**config.mk**
```make
export PLATFORM = sky130hd
export DESIGN_NAME = trim_gpio_banked
export DESIGN_NICKNAME = d
export VERILOG_FILES = /design/src/rtl/trim_gpio_banked.sv
export SDC_FILE = /design/constraint.sdc
export NUM_CORES = 2
export LEC_CHECK = 0
export ABC_AREA = 1
export BUFFER_PORTS_ARGS = -buffer_cell sky130_fd_sc_hd__buf_2
export CELL_PAD_IN_SITES_DETAIL_PLACEMENT = 0
export CELL_PAD_IN_SITES_GLOBAL_PLACEMENT = 1
export CORE_MARGIN = 4
export CORE_UTILIZATION = 30
export DETAILED_ROUTE_END_ITERATION = 8
export HOLD_SLACK_MARGIN = 0.15
export PLACE_DENSITY = 0.63
export SKIP_CTS_REPAIR_TIMING = 1
export SYNTH_ARGS = -nofsm -noshare
export SYNTH_HDL_FRONTEND = slang
export SYNTH_SLANG_ARGS = --single-unit
```
**constraint.sdc**
```tcl
create_clock -name clk -period 21.2 [get_ports clk]
set_input_delay 1.06 -clock clk [delete_from_list [all_inputs] [get_ports clk]]
set_output_delay 1.06 -clock clk [all_outputs]
set_load 0.01 [all_outputs]
```
**src/rtl/trim_gpio_banked.sv**
```systemverilog
// trim_gpio_banked: double-buffered per-channel gain trim using one time-shared multiplier
module trim_gpio_banked #(
  parameter int GPIO_WIDTH = 32,
  parameter int NUM_GAINS  = 4,
  parameter int MAG_WIDTH  = 26,
  parameter int GAIN_WIDTH = 27,
  parameter int ADDR_WIDTH = 2
) (
  input  logic                           clk,
  input  logic                           rst,
  input  logic [GPIO_WIDTH-1:0]          gpioData,
  input  logic [ADDR_WIDTH-1:0]          gainAddr,
  input  logic                           gainStrobe,
  input  logic                           commitStrobe,
  input  logic                           rbkShadow,
  input  logic                           statusClear,
  output logic [GPIO_WIDTH-1:0]          gainRBK,
  output logic [NUM_GAINS+2:0]           status,
  input  logic                           strobe,
  input  logic [MAG_WIDTH*NUM_GAINS-1:0] magnitudes,
  output logic                           trimmedToggle,
  output logic                           trimmedStrobe,
  output logic [MAG_WIDTH*NUM_GAINS-1:0] trimmed
);
  typedef enum logic [1:0] {IDLE, MUL, DRAIN} state_t;
  localparam int PW = MAG_WIDTH + GAIN_WIDTH;
  localparam int NB = 2 ** ADDR_WIDTH;
  localparam logic [GAIN_WIDTH-1:0] UNITY = {1'b1, {(GAIN_WIDTH-1){1'b0}}};
  localparam logic [ADDR_WIDTH:0] NG = (ADDR_WIDTH+1)'(NUM_GAINS);
  localparam logic [ADDR_WIDTH-1:0] KL = ADDR_WIDTH'(NUM_GAINS-1);
  localparam logic [MAG_WIDTH-1:0] MMAX = '1;
  state_t state, state_n;
  logic act, bank_l, pending, overrun, v1, last2, swap, addr_ok, sat_now;
  logic [ADDR_WIDTH-1:0] k, k1;
  logic [GAIN_WIDTH-1:0] bank [2][NB];
  logic [MAG_WIDTH*NUM_GAINS-1:0] mag_l, res;
  logic [NUM_GAINS-1:0] satf;
  logic [PW-1:0] p1;
  logic [PW:0] rsum;
  logic [MAG_WIDTH+1:0] rq;
  logic [MAG_WIDTH-1:0] r_sat;
  assign status = {pending, overrun, state != IDLE, satf};
  // A commit is only honoured outside MUL; a commit seen in MUL is held until DRAIN ends.
  always_comb begin
    swap = (state == IDLE && commitStrobe) || (state == DRAIN && (pending || commitStrobe));
    addr_ok = {1'b0, gainAddr} < NG;
    rsum = (PW+1)'(p1) + (PW+1)'(2 ** (GAIN_WIDTH-2));
    rq = (MAG_WIDTH+2)'(rsum >> (GAIN_WIDTH-1));
    sat_now = |rq[MAG_WIDTH+1:MAG_WIDTH];
    r_sat = sat_now ? MMAX : rq[MAG_WIDTH-1:0];
    state_n = state == IDLE ? (strobe ? MUL : IDLE) : state == MUL ? (k == KL ? DRAIN : MUL) : IDLE;
  end
  always_ff @(posedge clk or posedge rst)
    if (rst) state <= IDLE;
    else state <= state_n;
  always_ff @(posedge clk or posedge rst) begin
    if (rst) begin
      for (int b = 0; b < 2; b++)
        for (int i = 0; i < NB; i++) bank[b][i] <= UNITY;
      act <= 1'b0;
      pending <= 1'b0;
      overrun <= 1'b0;
      satf <= '0;
      k <= '0;
      k1 <= '0;
      bank_l <= 1'b0;
      v1 <= 1'b0;
      last2 <= 1'b0;
      p1 <= '0;
      mag_l <= '0;
      res <= '0;
      trimmed <= '0;
      trimmedToggle <= 1'b0;
      trimmedStrobe <= 1'b0;
      gainRBK <= '0;
    end else begin
      if (gainStrobe && addr_ok) bank[~act][gainAddr] <= GAIN_WIDTH'(gpioData);
      if (swap) act <= ~act;
      pending <= swap ? 1'b0 : pending | (state == MUL && commitStrobe);
      if (state == IDLE && strobe) begin
        mag_l <= magnitudes;
        bank_l <= act ^ swap;
      end
      k <= state == MUL ? k + 1'b1 : '0;
      v1 <= state == MUL;
      k1 <= k;
      p1 <= PW'(mag_l[k*MAG_WIDTH +: MAG_WIDTH]) * PW'(bank[bank_l][k]);
      if (v1) res[k1*MAG_WIDTH +: MAG_WIDTH] <= r_sat;
      last2 <= v1 && k1 == KL;
      trimmedStrobe <= last2;
      if (last2) begin
        trimmed <= res;
        trimmedToggle <= ~trimmedToggle;
      end
      overrun <= (strobe && state != IDLE) | (overrun & ~statusClear);
      for (int i = 0; i < NUM_GAINS; i++)
        satf[i] <= (v1 && sat_now && k1 == ADDR_WIDTH'(i)) | (satf[i] & ~statusClear);
      gainRBK <= addr_ok ? GPIO_WIDTH'(bank[rbkShadow ? ~act : act][gainAddr]) : '0;
    end
  end
endmodule

```
==> results.md <==
- Simple-gate share of the synthesized area: 19.70%
- Final instance area: 57690 sq um
- Reg clk slew, reported paths: 0.06 ns
- Pin count of the biggest net entering global routing: 146
- Initial antenna violation count: 0
- Asr flop ratio synth: 100.0%
- Cell Area, Placed: 55440 sq um
- Buffers on Ports: 279
- Max-Cap Viols: 0
- Grt ovf: 0
- Clock root buffer: clkbuf_16
- Max Clk Rate: 98.90 MHz
- Commonest non-fill, non-tap cell in the layout: nand2_1
- Htree depth: 3
- Post-synthesis xor/xnor area fraction: 0.6614%
- TNS Setup: 0 ns
- Mux contribution to synthesized area: 2.093%
- Worst path arrival time: 10.65 ns
- DP HPWL: 133400 um
- Type of the worst min-delay path: flop to flop
- Final ANT Viol Nets: 0
- Slowest stage delay, CP: 0.90 ns
- CTS max path bufs: 3
- Cell mode on critical path: fa_1
- Vias: 43090
- Max Transition Viols Final: 0
- DIE AREA: 178800 sq um
- First-pass GRT wire length: 278700 um
- Die Y: 422.9 um
- RSZ-0062 raised after global routing: false
- Synthesized-area fraction occupied by adder cells: 27.94%
- Initial Utilization: 30.14%
- Footprint of the multi-input gates: 31480 sq um
- CTS tree: built
- # DRC: 0
- Final Core Density: 33.67%
- Share of cells above drive strength 1: 10.09%
- Compound-gate portion of the synthesized area: 10.30%
- Final Skew: 0.03872 ns
- Most common flop cell mapped by yosys: dfrtp_1
- Sequential area share after synthesis: 29.14%
- Final setup fails: 0
- Reg area: 15060 sq um
- Clk sinks: 601
- Fin crit period: 10.11 ns
- Worst skew pair latency: 0.66 ns
- I/O Pins: 290
- Gpl congestion: 0.8836
- Count of nets after finishing: 7440
- Max stage delay cell, worst path: inv_1
- Syn Area/Cell: 8.073 sq um
- Post-synth EDFFs: 0
- DRT Pass-1 Iters: 6
- Vias in the first global route: 43560
- Fillers: 18200
- WS Path Type: flop to flop
- Core ar.: 171400 sq um
- Initial detailed-routing violation count: 3367
- Vias per Instance: 4.864
- Row cnt: 152
- Commonest cells after routing, fill and taps aside: nand2_1, inv_1, nor2_1, fa_1, dfrtp_1
- Fraction of the cycle the final worst path needs: 47.70%
- Main combinational cell family by area after synthesis: adder cells
- Outcome: finished, final reports clean
- Synth cell types: 56
- Final WL: 182700 um
- DR WL/cell: 20.62 um
- Cells after Synth: 6397
- Max_slew headroom: 22.90%
- Worst Tran Pin Value: 1.154 ns
- Kind of end point of the critical path: flop
- Max FO, Critical Path: 82
- #FFs+latches synth: 601
- Layout area overhead: 11.71%
- Synth warnings: 0
- CP required: 21.74 ns
- Die Wd: 422.9 um
- Final Hold Fails: 0
- Post-synth design cell area: 51640 sq um
- CTS Buf Count: 67
- Startpoint type of the worst setup path: flop
- GR Util All Layers: 20.25%
worst max-delay path: cells and delay by family, from the launching register on:
| kind | cells | cell delay (ns) |
|---|---|---|
| AOI/OAI and AO/OA | 6 | 1.49 |
| xor gates and xnor gates | 1 | 0.24 |
| adders and majority gates | 8 | 3.88 |
| buffers and inverters | 9 | 2.76 |
| DFF | 1 | 0.38 |
| and+or+nand+nor | 5 | 1.13 |
final timing paths:
kind	end	slack [ns]	start	cells past startpoint
min reg2reg	mag_l[58]$_DFFE_PP0P_	0.47	mag_l[58]$_DFFE_PP0P_	2
min	mag_l[58]$_DFFE_PP0P_	0.47	mag_l[58]$_DFFE_PP0P_	2
max in group asynchronous	mag_l[101]$_DFFE_PP0P_	16.73	rst	6
max reg2reg	p1[34]$_DFF_PP0_	11.09	bank_l$_DFFE_PP0P_	29
min in group asynchronous	trimmed[88]$_DFFE_PP0P_	0.62	rst	2
max	p1[34]$_DFF_PP0_	11.09	bank_l$_DFFE_PP0P_	29
cell type report:
cell class | instances | share of cell area [%]
Tap cell | 2310 | 5.010
Inverter | 1024 | 6.687
Timing Repair Buffer | 378 | 3.730
Sequential cell | 601 | 26.10
Clock inverter | 17 | 0.3362
Clock buffer | 100 | 3.561
Antenna cell | 1 | 0.004338
Multi-Input combinational cell | 4428 | 54.57
metrics by stage:
| step | cells | hold slack [ns] | worst slack [ns] |
|---|---|---|---|
| floorplan | 6401 | 0.3519 | 3.330 |
| global placement | 8741 | 0.4538 | 11.20 |
| detailed placement | 8741 | 0.4591 | 11.18 |
| CTS | 8858 | 0.4747 | 11.17 |
| global route | 8858 | 0.4857 | 10.75 |
| finish | 8859 | 0.4690 | 11.09 |
state kept, by name (all words and copies together) (netlist names), 2 cells and up:
| name | count |
|---|---|
| bank | 216 |
| mag_l | 104 |
| res | 104 |
| trimmed | 104 |
| p1 | 28 |
| gainRBK | 27 |
| satf | 4 |
| k1 | 2 |
| k | 2 |
| state | 2 |
layer usage:
| metal | vias to the layer above | track usage [%] | share of wire [%] |
|---|---|---|---|
| met5 | - | 0 | 0 |
| met4 | 0 | 4.987 | 2.6 |
| met3 | 219 | 2.707 | 5.7 |
| met2 | 1362 | 32.84 | 46 |
| met1 | 21390 | 28.63 | 45 |
| li1 | 20120 | - | - |
cells in the mapped netlist, drive strengths merged, types with 25 or more instances:
cell       n  share of area [%]
nor2     641                4.7
buf       81               0.76
dfrtp    593                 29
nand2   1433                 10
o21ai    589                5.7
fa       597                 23
nand3    323                3.3
nand4     43               0.57
ha       198                4.8
a32oi     25               0.42
or4       27               0.39
a21oi    298                2.9
clkbuf   267                1.9
o211ai    41               0.62
inv     1016                7.4
xor2      30               0.51
mux2      96                2.1
kinds of logic (layout without fill, tap and decap cells):
kind of cell    after synthesis  count (layout)
compound gates             1001            1001
xor+xnor                     39              39
fa+ha+maj                   795             795
buf+inv                    1372            1519
flops                       601             601
mux                          96              96
other cells                   1               6
simple gates               2492            2492
Power is left out: the tool's default activity adds up to more than one toggle a clock period on the data nets, which glitch-free logic cannot reach.
